**src/rtl/stdp_pkg.sv**
```systemverilog
// Shared types and default constants for the STDP synapse controller.
package stdp_pkg;

  typedef enum logic [1:0] {
    StIdle,
    StPreOpen,
    StPostOpen,
    StUpdate
  } state_e;

  localparam int unsigned W_WIDTH_DEF   = 8;
  localparam int unsigned T_WIDTH_DEF   = 5;
  localparam int unsigned WINDOW_DEF    = 16;
  localparam int unsigned W_INIT_DEF    = 64;
  localparam int unsigned W_MAX_DEF     = 255;
  localparam int unsigned W_MIN_DEF     = 0;
  localparam int unsigned A_PLUS_DEF    = 32;
  localparam int unsigned A_MINUS_DEF   = 32;
  localparam int unsigned TAU_SHIFT_DEF = 2;

endpackage

```
**src/rtl/stdp_timer.sv**
```systemverilog
// Saturating spike-interval counter with clear/enable and a window-reached flag.
module stdp_timer #(
  parameter int unsigned T_WIDTH = 5,
  parameter int unsigned WINDOW  = 16
) (
  input  logic               clk,
  input  logic               rst,
  input  logic               clr,
  input  logic               en,
  output logic [T_WIDTH-1:0] count,
  output logic               at_window
);

  localparam logic [T_WIDTH-1:0] WinVal = T_WIDTH'(WINDOW);

  logic [T_WIDTH-1:0] count_q;

  // The opening spike's cycle counts as 0, so the first cycle after clear reads 1.
  always_ff @(posedge clk) begin
    if (rst) begin
      count_q <= '0;
    end else if (clr) begin
      count_q <= T_WIDTH'(1);
    end else if (en && (count_q != WinVal)) begin
      count_q <= count_q + T_WIDTH'(1);
    end
  end

  assign count     = count_q;
  assign at_window = (count_q == WinVal);

endmodule

```
**src/rtl/stdp_ctrl.sv**
```systemverilog
// STDP controller: pairs pre/post spikes, applies saturating LTP/LTD to the weight,
// and drives the weighted synaptic current into the postsynaptic neuron.
module stdp_ctrl
  import stdp_pkg::*;
#(
  parameter int unsigned W_WIDTH   = W_WIDTH_DEF,
  parameter int unsigned T_WIDTH   = T_WIDTH_DEF,
  parameter int unsigned WINDOW    = WINDOW_DEF,
  parameter int unsigned W_INIT    = W_INIT_DEF,
  parameter int unsigned W_MAX     = W_MAX_DEF,
  parameter int unsigned W_MIN     = W_MIN_DEF,
  parameter int unsigned A_PLUS    = A_PLUS_DEF,
  parameter int unsigned A_MINUS   = A_MINUS_DEF,
  parameter int unsigned TAU_SHIFT = TAU_SHIFT_DEF
) (
  input  logic               clk,
  input  logic               rst,
  input  logic               learn_en,
  input  logic               pre_spike,
  input  logic               post_spike,
  output logic [W_WIDTH-1:0] weight,
  output logic [W_WIDTH-1:0] syn_current,
  output logic               update_valid,
  output logic               ltp,
  output logic [T_WIDTH-1:0] dt,
  output logic               busy
);

  localparam int unsigned WX = W_WIDTH + 1;
  localparam logic [W_WIDTH:0] WMaxX   = WX'(W_MAX);
  localparam logic [W_WIDTH:0] WMinX   = WX'(W_MIN);
  localparam logic [W_WIDTH:0] APlusX  = WX'(A_PLUS);
  localparam logic [W_WIDTH:0] AMinusX = WX'(A_MINUS);

  state_e state_q, state_d;

  logic               timer_clr, timer_en, at_window;
  logic [T_WIDTH-1:0] timer;
  logic               close, close_ltp, do_update;
  logic [T_WIDTH-1:0] pend_dt_q;
  logic               pend_ltp_q;
  logic [W_WIDTH-1:0] weight_q, weight_d, syn_q;
  logic               valid_q, ltp_q;
  logic [T_WIDTH-1:0] dt_q;

  logic [T_WIDTH-1:0] sh;
  logic [W_WIDTH:0]   amp, delta, sum;

  stdp_timer #(
    .T_WIDTH (T_WIDTH),
    .WINDOW  (WINDOW)
  ) u_timer (
    .clk       (clk),
    .rst       (rst),
    .clr       (timer_clr),
    .en        (timer_en),
    .count     (timer),
    .at_window (at_window)
  );

  assign timer_en = (state_q == StPreOpen) || (state_q == StPostOpen);

  always_comb begin
    state_d   = state_q;
    timer_clr = 1'b0;
    close     = 1'b0;
    close_ltp = 1'b0;
    unique case (state_q)
      StIdle: begin
        // Coincident spikes are ambiguous (dt=0) and open no window.
        if (pre_spike && !post_spike) begin
          state_d   = StPreOpen;
          timer_clr = 1'b1;
        end else if (post_spike && !pre_spike) begin
          state_d   = StPostOpen;
          timer_clr = 1'b1;
        end
      end
      StPreOpen: begin
        if (post_spike) begin
          state_d   = StUpdate;
          close     = 1'b1;
          close_ltp = 1'b1;
        end else if (pre_spike) begin
          timer_clr = 1'b1;
        end else if (at_window) begin
          state_d = StIdle;
        end
      end
      StPostOpen: begin
        if (pre_spike) begin
          state_d = StUpdate;
          close   = 1'b1;
        end else if (post_spike) begin
          timer_clr = 1'b1;
        end else if (at_window) begin
          state_d = StIdle;
        end
      end
      default: state_d = StIdle;
    endcase
    if (!learn_en) begin
      state_d   = StIdle;
      timer_clr = 1'b0;
      close     = 1'b0;
    end
  end

  assign do_update = (state_q == StUpdate) && learn_en;

  // Delta and clamp are computed one bit wider than the weight so nothing wraps.
  always_comb begin
    sh       = pend_dt_q >> TAU_SHIFT;
    amp      = pend_ltp_q ? APlusX : AMinusX;
    delta    = (32'(sh) >= W_WIDTH) ? '0 : (amp >> sh);
    sum      = {1'b0, weight_q} + delta;
    weight_d = weight_q;
    if (do_update) begin
      if (pend_ltp_q) begin
        weight_d = (sum > WMaxX) ? WMaxX[W_WIDTH-1:0] : sum[W_WIDTH-1:0];
      end else if ({1'b0, weight_q} < (delta + WMinX)) begin
        weight_d = WMinX[W_WIDTH-1:0];
      end else begin
        weight_d = weight_q - delta[W_WIDTH-1:0];
      end
    end
  end

  always_ff @(posedge clk) begin
    if (rst) begin
      state_q    <= StIdle;
      pend_dt_q  <= '0;
      pend_ltp_q <= 1'b0;
      weight_q   <= W_WIDTH'(W_INIT);
      syn_q      <= '0;
      valid_q    <= 1'b0;
      ltp_q      <= 1'b0;
      dt_q       <= '0;
    end else begin
      state_q  <= state_d;
      weight_q <= weight_d;
      syn_q    <= pre_spike ? weight_d : '0;
      valid_q  <= do_update;
      if (close) begin
        pend_dt_q  <= timer;
        pend_ltp_q <= close_ltp;
      end
      if (do_update) begin
        ltp_q <= pend_ltp_q;
        dt_q  <= pend_dt_q;
      end
    end
  end

  assign weight       = weight_q;
  assign syn_current  = syn_q;
  assign update_valid = valid_q;
  assign ltp          = ltp_q;
  assign dt           = dt_q;
  assign busy         = (state_q != StIdle);

endmodule

```
**config.mk**
```make
export PLATFORM = sky130hd
export DESIGN_NAME = stdp_ctrl
export DESIGN_NICKNAME = d
export VERILOG_FILES = /design/src/rtl/stdp_pkg.sv /design/src/rtl/stdp_timer.sv /design/src/rtl/stdp_ctrl.sv
export SDC_FILE = /design/constraint.sdc
export NUM_CORES = 1
export LEC_CHECK = 0
export ABC_CLOCK_PERIOD_IN_PS = 2540
export CAP_MARGIN = 30
export CORE_MARGIN = 2
export CORE_UTILIZATION = 51
export CTS_BUF_LIST = sky130_fd_sc_hd__clkbuf_4
export DETAILED_ROUTE_END_ITERATION = 10
export PLACE_DENSITY = 0.83
export SYNTH_ARGS = -nofsm -noshare
export SYNTH_HDL_FRONTEND = slang
export SYNTH_SLANG_ARGS = --single-unit
```
**constraint.sdc**
```tcl
create_clock -name clk -period 2.54 [get_ports clk]
set_clock_uncertainty 0.05 [all_clocks]
set_input_delay 0.254 -clock clk [delete_from_list [all_inputs] [get_ports clk]]
set_output_delay 0.254 -clock clk [all_outputs]
set_load 0.05 [all_outputs]
```
=== Yosys cells after proc, flatten, opt, wreduce, memory -nomap -nowiden ===
Index checks and enable logic that the tools add are counted.

* Register bits: 36
* Input bits: 5
* Output and inout bits: 24
* Logic and storage cells: 67

* Add/subtract/negate cells: 3
* $lt $le $gt $ge: 3
* Eq/ne operators: 8
* Shift-type cells: 1
* Muxes and demuxes: 26
* Bitwise operators: 2
* Reduce and logical (&&, ||, !) cells: 14

{| class="wikitable"
|+ Operators with widths
! operator !! number
|-
| $mux W8 || 4
|-
| $mux W2 || 7
|-
| $mux W1 || 11
|-
| $add A8 B9 Y9 || 1
|-
| $gt A9 B8 Y1 const B || 1
|-
| $lt A8 B9 Y1 || 1
|-
| $mux W9 || 1
|-
| $ne A3 B3 Y1 const B || 3
|-
| $shr A6 B3 Y9 const A || 1
|-
| $sub A8 B8 Y8 || 1
|-
| $pmux W2 S3 || 1
|-
| $reduce_or A2 Y1 || 3
|-
| $add A5 B1 Y5 const B || 1
|-
| $eq A5 B5 Y1 const B || 1
|-
| $ne A5 B5 Y1 const B || 1
|-
| $eq A2 B2 Y1 const B || 2
|-
| $ge A3 B4 Y1 const B || 1
|-
| $logic_and A1 B1 Y1 || 4
|-
| $reduce_bool A2 Y1 || 2
|-
| $pmux W1 S3 || 1
|-
| $reduce_and A3 Y1 || 1
|-
| $eq A2 B1 Y1 const B || 1
|-
| $logic_not A1 Y1 || 2
|-
| $logic_not A2 Y1 || 1
|-
| other kinds (3) || 4
|}

=== Depth between registers and ports, before layout ===
Gate-level depths: netlist of the first run.

* Depth after elaboration: 7
* Gate-level depth with buffers: 10

=== Modules after synthesis ===
A second synthesis of the first run with hierarchy kept.

* Cells, all modules: 278
* Area, all modules: 2307.2 µm²

{| class="wikitable"
|+ Modules (own cells, without submodules)
! module !! instances !! cells each !! area each (µm²)
|-
| stdp_ctrl || 1 || 249 || 2035.7
|-
| stdp_timer || 1 || 29 || 271.5
|}

=== Worst setup path after synthesis of the first run ===
OpenSTA, ideal clock, no wires.

* Path type: flip-flop to flip-flop
* Start: register pend_dt_q[4]
* End: register syn_q[5] (netlist: syn_current[5])
* Arrival: 2262 ps
* Setup slack: 100 ps
* Stages on the path, launching flop included: 9
* Period minus slack after synthesis: 2440 ps
* Path through: dfxtp_1 or3b_2 ha_1 nor2b_1 o21a_1 a311oi_2 xnor2_1 a222oi_1 nor2_1

* Cells in the longest elaborated chain, start to end: 7
* Elaborated cells on any way between the ends: 11
* Classes of those cells: 2 x add/sub; 3 x order compare; 1 x shift; 5 x mux

{| class="wikitable"
|+ RTL lines
! what !! line !! source
|-
| start, declared || stdp_ctrl.sv:40 || <nowiki>logic [T_WIDTH-1:0] pend_dt_q;</nowiki>
|-
| start signal, assigned || stdp_ctrl.sv:145 || <nowiki>pend_dt_q <= timer;</nowiki>
|-
| $ge A3 B4 Y1 or $shr A6 B3 Y9 (tied branches) || stdp_ctrl.sv:115 || <nowiki>delta = (32'(sh) >= W_WIDTH) ? '0 : (amp >> sh);</nowiki>
|-
| $mux W9 (*) || stdp_ctrl.sv:115 ||
|-
| $add A8 B9 Y9 || stdp_ctrl.sv:116 || <nowiki>sum = {1'b0, weight_q} + delta;</nowiki>
|-
| $gt A9 B8 Y1 || stdp_ctrl.sv:120 || <nowiki>weight_d = (sum > WMaxX) ? WMaxX[W_WIDTH-1:0] : sum[W_WIDTH-1:0];</nowiki>
|-
| $mux W8 || stdp_ctrl.sv:120 ||
|-
| $mux W8 (*) || stdp_ctrl.sv:119 || <nowiki>if (pend_ltp_q) begin</nowiki>
|-
| $mux W8 (*) || stdp_ctrl.sv:118 || <nowiki>if (do_update) begin</nowiki>
|-
| end signal, assigned || stdp_ctrl.sv:142 || <nowiki>syn_q <= pre_spike ? weight_d : '0;</nowiki>
|-
| end, declared || stdp_ctrl.sv:42 || <nowiki>logic [W_WIDTH-1:0] weight_q, weight_d, syn_q;</nowiki>
|}

Every way passes the cells marked *; elsewhere a longest branch is shown, timed or not.
A chain may end at the register's enable or synchronous reset.

=== Worst setup path after layout of the first run ===
* Start: register pend_dt_q[3]
* End: register syn_q[2] (netlist: syn_current[2])

The elaborated chain is that of the path after synthesis.

==> key figures, run 1 <==
Timing
  • Slew margin rel.: approximately 64%
  • Setup violators final: 0
  • Period minus WS final: approximately 2.4 ns
  • Fin crit share: 95.9%
  • Min Hold Slack: 0.417 ns
  • Setup WS post-layout: approximately 0.10 ns
  • Setup TNS: 0 ns
  • Final hold violation count: 0
  • Slew Limit Fails: 0
  • Top achievable clock speed: about 400 MHz
  • RSZ-0062 raised after global routing: yes
  • Slew of the pin with the lowest slew margin: between 0.5 and 0.6 ns

Setup path
  • Worst endpoint required time: 2.72 ns
  • Setup crit end kind: flip-flop
  • R2r worst-path depth: 10
  • Crit start category: flip-flop
  • CP Class: reg2reg
  • Crit-path slowest cell: fa_2
  • Top cell family by delay on the critical path: compound AO/OA/AOI/OAI gates
  • Max incr delay on CP: ~0.39 ns
  • Critical Path AT: about 2.6 ns
  • Reg2reg end: syn_current[2]$_SDFF_PP0_
  • Critical Path Start: pend_dt_q[3]$_SDFFE_PP0P_
  • CP max FO: 5
  • Worst path cell trace: and3b_1, ha_1, fa_2, nand2b_4, a221oi_4, o21ai_2, buf_4, nand3_1, a222oi_1, nor2_1
  • Flop2flop setup slack: 0.10 ns
  • RR Startpoint: pend_dt_q[3]$_SDFFE_PP0P_
  • CP Buf/Inv Count: 1

Finish
  • Final core occ: 67.3%
  • Ratio of cells with drive above 1 in the final layout: between 10% and 20%
  • Area Overhead vs Synth: 24.7%
  • # diodes: 0
  • Fillers: 358
  • Reg area: between 700 and 800 sq um
  • Layout net count: between 300 and 400
  • Multi-input gate area: 1430 sq um

Die
  • Initial Utilization: a little over half
  • # rows: 23
  • I/O pin total: 29
  • CORE AREA: between 4000 and 5000 sq um
  • Die Ht: between 60 and 70 um
  • Die ar.: a little under 5000 sq um
  • Horiz. Die Dim: about 70 um

Placed design
  • Place WS: -0.0400 ns
  • GP Congestion: just under 1
  • Final HPWL DP: between 4 and 5 mm
  • PortBufs: 28

Hold path
  • Hold_sp: dt[2]$_SDFFE_PP0P_
  • Worst hold path depth: 2
  • Hold endpoint: dt[2]$_SDFFE_PP0P_
  • Hold Path Class: reg2reg

Global routing
  • Number of global-route vias before repair: just under 2000
  • Met3 Use GR: under 10%
  • GRT overflow: 0
  • Gr usage total: 22.1%
  • Met2 Track Usage GR: 37.4%
  • Most crowded layer after global routing: met2
  • GR Layer Usage met1: 27.3%
  • Initial antenna violation count: 0
  • First-pass GRT wire length: 8.68 mm
  • Largest net degree at the start of global routing: 21

Yosys
  • Mapped Nets: ~300
  • Mux share of post-synthesis cell area: ~2.7%
  • Warnings from Yosys: 0
  • Compound-gate portion of the synthesized area: 19.8%
  • Avg Cell Area, Syn: 8.14 sq um
  • Largest family of logic cells by synthesized area: simple AND/OR/NAND/NOR gates
  • Syn Inst Count: 271
  • Adder-Cell Fraction of Synth Area: between 10% and 20%
  • Synth Flop Type: dfxtp_1
  • Asr flop ratio synth: 0%
  • Synth Area in XOR/XNOR: between 3 and 4%
  • Synthesized area: 2200 sq um
  • Unique masters post-synth: 47
  • Post-Synth Simple-Gate Area: between 20% and 30%
  • Register area share after synthesis: approximately a third
  • Yosys reg bits: 36
  • Number of synthesized flops with an enable pin: 0

Pwr
  • PwrDens: 389 nW/um^2
  • Cell leakage power: 0.00113 uW
  • Maximum vdd drop: about 0.00044 V

Detailed routing
  • DRC: 0
  • First-pass detailed-route iteration total: 5
  • DR vias: ~2100
  • Routed wire length: between 5 and 6 mm
  • Iter 0 DRT Violations: between 150 and 200
  • WL/cell: ~15 um
  • Vias per cell: roughly 5.7
  • Detail Route Antenna Nets: 0

Clocking
  • H-tree levels: 2
  • CTS tree: built
  • Max clock buf depth: 2
  • Hold Buf Count CTS: 0
  • Clock slew at reported path FFs: about 0.11 ns
  • Clock Sinks: 36
  • Clk Latency, worst-skew pair: 0.34 ns
  • CTS buffer count: 5
  • Clock Root Buffer: clkbuf_4

Outcome
  • Run status: complete, no violations

Flow run
  • Max Cap Viol: 0
## how the worst max path moves through the flow
stage,to,slack [ns],cells after the start
floorplan,syn_current[5]$_SDFF_PP0_,0.10,8
global placement,syn_current[2]$_SDFF_PP0_,-0.03,10
detailed placement,weight[2]$_SDFF_PP0_,-0.04,10
CTS,weight[2]$_SDFF_PP0_,0.03,10
global route,syn_current[5]$_SDFF_PP0_,-0.02,8
finish,syn_current[2]$_SDFF_PP0_,0.10,10
## repair_timing
action | 4_1_cts | 5_1_grt
gates resized for setup | 6 | 9
cloned | 0 | 0
setup endpoints to repair | 11 | 12
pin swaps | 1 | 6
setup buffers | 0 | 1
## layer usage
| metal | up-vias | routed length, um |
|---|---|---|
| met5 | - | 0 |
| met4 | 0 | 140 |
| met3 | 14 | 279 |
| met2 | 68 | 2570 |
| met1 | 952 | 2280 |
| li1 | 1019 | - |
## cells by family after synthesis
family / after synthesis
flops: 36
simple gates: 106
xor+xnor: 8
mux: 6
compound gates: 63
fa+ha+maj: 23
buf+inv: 29
## layout by cell type, fill, tap and decap left out, types with 3 or more instances in the layout
cell type / count
nor2_1: 41
dfxtp_1: 33
clkdlybuf4s50_1: 28
nand2_1: 26
ha_1: 20
inv_1: 19
a21oi_1: 15
buf_4: 13
o21ai_0: 11
nand2b_1: 6
mux2i_1: 6
nand3b_1: 5
nand3_1: 5
nor2b_1: 5
xor2_1: 5
clkbuf_4: 5
nor3_1: 4
a22oi_1: 4
a31oi_1: 3
nand4_1: 3
a21o_1: 3
a221oi_1: 3
xnor2_1: 3
a222oi_1: 3
## synthesized netlist by cell type (all sizes together) (6+ instances only)
| master | count | share of area [%] |
|---|---|---|
| inv | 19 | 3.2 |
| nand2 | 26 | 4.4 |
| o21ai | 13 | 3.0 |
| mux2i | 6 | 2.7 |
| ha | 21 | 12 |
| a21oi | 16 | 3.6 |
| nand2b | 7 | 2.0 |
| nor2 | 41 | 7.0 |
| dfxtp | 36 | 33 |
## layout make-up
cell class / instances / area share (%)
inverters: 19 / 2.59
multi-input cells: 206 / 52.0
flip-flops and latches: 36 / 26.4
clock inverters: 3 / 1.55
well taps: 50 / 2.27
repair buffers: 41 / 13.7
clock buffers: 5 / 1.36
## stage by stage
step | std cells | total power, uW | instance area, sq um
floorplan | 271 | 653 | 2200
global placement | 351 | 680 | 2590
detailed placement | 351 | 683 | 2590
CTS | 359 | 1080 | 2700
global route | 360 | 1110 | 2750
finish | 360 | 1070 | 2750
## state kept, by name (all words and copies together) (netlist names)
signal,cells
state_q,2
ltp,1
syn_current,8
update_valid,1
u_timer.count,5
weight,8
pend_ltp_q,1
pend_dt_q,5
dt,5
## power breakdown
part	switching (uW)	total (uW)	internal (uW)
registers	7.39	577	570
logic	58.9	95.3	36.3
clock network	192	397	205
total	258	1070	811
## worst register-to-register path: cells and delay by family, from the launching register on
kind                     cells  cell delay (ns)
flip-flops                   1             0.38
AO/OA/AOI/OAI                3             0.67
adder cells (fa/ha/maj)      2             0.61
buffers and inverters        1             0.16
AND/OR/NAND/NOR              4             0.44
(Power assumes the default switching activity.)
==> run 2, diff against run 1 <==
--- a/config.mk
+++ b/config.mk
@@ -6,7 +6,7 @@
 export NUM_CORES = 1
 export LEC_CHECK = 0
 export ABC_CLOCK_PERIOD_IN_PS = 2540
-export CAP_MARGIN = 30
+export CAP_MARGIN = 15
 export CORE_MARGIN = 2
 export CORE_UTILIZATION = 51
 export CTS_BUF_LIST = sky130_fd_sc_hd__clkbuf_4
==> results of run 2 <==
No change in the layout: final DEF, timing and power equal those of run 1.
==> run 3, diff against run 2 <==
--- a/config.mk
+++ b/config.mk
@@ -15,3 +15,4 @@
 export SYNTH_ARGS = -nofsm -noshare
 export SYNTH_HDL_FRONTEND = slang
 export SYNTH_SLANG_ARGS = --single-unit
+export TNS_END_PERCENT = 20
==> run 3 against run 2 <==
Against the previous run: combinational power barely moved; sequential share of layout area rose by 0.18 points; fmax fell by 1.2%; flip-flop and latch count did not move; wire length fell by 0.21%; global-route usage did not move; power rose by 0.37%; via count rose by 0.93%; worst setup slack got worse by 0.028 ns; clock-buffer cell count did not move; final cell count fell by 0.28%; critical path depth fell by 2; highest routed layer unchanged.
==> key figures, run 3 (same netlist as run 1, synthesis figures left out) <==
Detailed routing
  • Detail Route Antenna Nets: 0 (unchanged)
  • First-pass detailed-route iteration total: 5 (unchanged)
  • Top sig layer: met4 (unchanged)
  • Met2 wire length: 2.58 mm (was 2.57 mm)
  • M1 WL: 2.25 mm (was 2.28 mm)
  • Vias per cell: 5.77 (was 5.70)
  • Routed wire length: 5.26 mm (was 5.28 mm)
  • DRC: 0 (unchanged)
  • WL/cell: 14.7 um (about the same)
  • Metal3 WL: 292 um (was 279 um)
  • DR vias: 2072 (was 2053)
  • Iter 0 DRT Violations: 129 (was 161)

Clocking
  • CTS tree: built (unchanged)
  • Clock Root Buffer: clkbuf_4 (unchanged)
  • CTS buffer count: 5 (unchanged)
  • Clock Sinks: 36 (unchanged)
  • Clk Latency, worst-skew pair: 0.34 ns (about the same)
  • Setup fix buffers added after clock tree synthesis: 0 (unchanged)
  • Clock slew at reported path FFs: 0.11 ns (about the same)
  • Max clock buf depth: 2 (unchanged)
  • H-tree levels: 2 (unchanged)

Setup path
  • CP Buf/Inv Count: 0 (was 1)
  • Critical Path Start: pend_dt_q[4]$_SDFFE_PP0P_ (was pend_dt_q[3]$_SDFFE_PP0P_)
  • CP Depth: 8 (was 10)
  • Top cell family by delay on the critical path: simple AND/OR/NAND/NOR gates (was compound AO/OA/AOI/OAI gates)
  • Crit-path slowest cell: or3_1 (was fa_2)
  • Setup crit end kind: flip-flop (unchanged)
  • R2r worst-path depth: 8 (was 10)
  • Reg2reg end: syn_current[5]$_SDFF_PP0_ (was syn_current[2]$_SDFF_PP0_)
  • CP Class: reg2reg (unchanged)
  • Worst path cell trace: or3_1, ha_1, or2_2, a2111o_1, o311ai_1, nand3_1, a222oi_1, nor2_1 (was and3b_1, ha_1, fa_2, nand2b_4, a221oi_4, o21ai_2, buf_4, nand3_1, a222oi_1, nor2_1)
  • Flop2flop setup slack: 0.08 ns (was 0.10 ns)
  • Critical Path AT: 2.65 ns (was 2.61 ns)
  • RR Startpoint: pend_dt_q[4]$_SDFFE_PP0P_ (was pend_dt_q[3]$_SDFFE_PP0P_)
  • Max incr delay on CP: 0.39 ns (about the same)
  • Worst endpoint required time: 2.72 ns (about the same)
  • Crit start category: flip-flop (unchanged)
  • Crit path to: syn_current[5]$_SDFF_PP0_ (was syn_current[2]$_SDFF_PP0_)
  • CP max FO: 6 (was 5)

Timing
  • Slew margin rel.: 64.7% (was 64.1%)
  • Setup TNS: 0 ns (unchanged)
  • RSZ-0062 raised after global routing: yes (unchanged)
  • Top achievable clock speed: 406 MHz (was 411 MHz)
  • Slew Limit Fails: 0 (unchanged)
  • Setup violators final: 0 (unchanged)
  • Period minus WS final: 2.46 ns (was 2.44 ns)
  • Slew of the pin with the lowest slew margin: 0.528 ns (was 0.537 ns)
  • Setup WS post-layout: 0.0764 ns (was 0.105 ns)
  • Fin crit share: 97.0% (was 95.9%)
  • Final hold violation count: 0 (unchanged)

Placed design
  • PortBufs: 28 (unchanged)
  • Place WS: -0.0400 ns (unchanged)
  • GP Congestion: 0.970 (unchanged)
  • Final HPWL DP: 4.06 mm (unchanged)

Hold path
  • Hold Path Class: reg2reg (unchanged)

Global routing
  • First-pass GRT wire length: 8.68 mm (unchanged)
  • Gr usage total: 22.1% (unchanged)
  • Number of global-route vias before repair: 1961 (unchanged)
  • Largest net degree at the start of global routing: 21 (unchanged)
  • GRT overflow: 0 (unchanged)
  • Initial antenna violation count: 0 (unchanged)

Finish
  • Most common cell after layout, fill and taps aside: nor2_1 (unchanged)
  • Area Overhead vs Synth: 23.5% (was 24.7%)
  • Layout net count: 336 (was 337)
  • Most frequent cells in the layout: nor2_1, dfxtp_1, clkdlybuf4s50_1 (unchanged)
  • # diodes: 0 (unchanged)
  • Ratio of cells with drive above 1 in the final layout: 11.0% (was 11.9%)
  • Final core occ: 66.6% (was 67.3%)

Pwr
  • Maximum vdd drop: 0.000441 V (was 0.000438 V)
  • PwrDens: 394 nW/um^2 (was 389 nW/um^2)
  • Cell leakage power: 0.00112 uW (was 0.00113 uW)

Outcome
  • Run status: complete, no violations (unchanged)

Die
  • I/O pin total: 29 (unchanged)
  • Die ar.: 4860 sq um (unchanged)
  • Initial Utilization: 53.9% (unchanged)
  • Die Ht: 69.7 um (unchanged)
  • Horiz. Die Dim: 69.7 um (unchanged)
  • CORE AREA: 4090 sq um (unchanged)
  • # rows: 23 (unchanged)

Flow run
  • Max Cap Viol: 0 (unchanged)
[run 3: worst min path at each step]
stage                              start                       endpoint  slack (ns)  cells past startpoint
2_1_floorplan                        rst  u_timer.count[0]$_SDFFE_PP0P_        0.27                      1
3_3_place_gp            ltp$_SDFFE_PP0P_               ltp$_SDFFE_PP0P_        0.39                      2
3_5_place_dp   pend_dt_q[1]$_SDFFE_PP0P_             dt[1]$_SDFFE_PP0P_        0.40                      2
4_1_cts               dt[2]$_SDFFE_PP0P_             dt[2]$_SDFFE_PP0P_        0.42                      2
5_1_grt               dt[2]$_SDFFE_PP0P_             dt[2]$_SDFFE_PP0P_        0.44                      2
6_report              dt[2]$_SDFFE_PP0P_             dt[2]$_SDFFE_PP0P_        0.42                      2
[run 3: area by class of cell]
type / instances / area, sq um
Tap cell: 50 / 62.6
Timing Repair Buffer: 40 / 370
Clock inverter: 3 / 42.5
Sequential cell: 36 / 724
Multi-Input combinational cell: 206 / 1410
Inverter: 19 / 71.3
Clock buffer: 5 / 37.5
Fill cell: 362 / 1360
[run 3: worst reg2reg max path: cells and delay by family (launching register included)]
family | cells | cell delay [ns]
simple gates | 4 | 0.87
compound gates | 3 | 0.80
flops | 1 | 0.35
fa+ha+maj | 1 | 0.29
[run 3: what timing repair did]
item,CTS,global route
pin swaps,1,3
setup endpoints to repair,11,12
cloned,0,0
gates resized for setup,6,6
hold buffers,0,0
endpoints found under the hold margin,0,0
[run 3: routing by layer]
metal / vias up / track usage (%)
met2: 82 / 37.4
met3: 14 / 3.78
met1: 954 / 27.3
li1: 1022 / -
met4: 0 / 10.0
met5: - / 0
[run 3: where the power goes]
group	internal, uW	total (uW)	switching [uW]
clock network	205	400	195
logic	36.3	95.5	59.2
registers	571	578	7.36
[run 3: metrics by stage]
stage	hold slack, ns	power [uW]	cell area, sq um	std cells
finish	0.416	1070	2720	359
floorplan	0.273	653	2200	271
detailed placement	0.403	683	2590	351
global placement	0.394	680	2590	351
global route	0.442	1110	2720	359
CTS	0.419	1080	2700	359
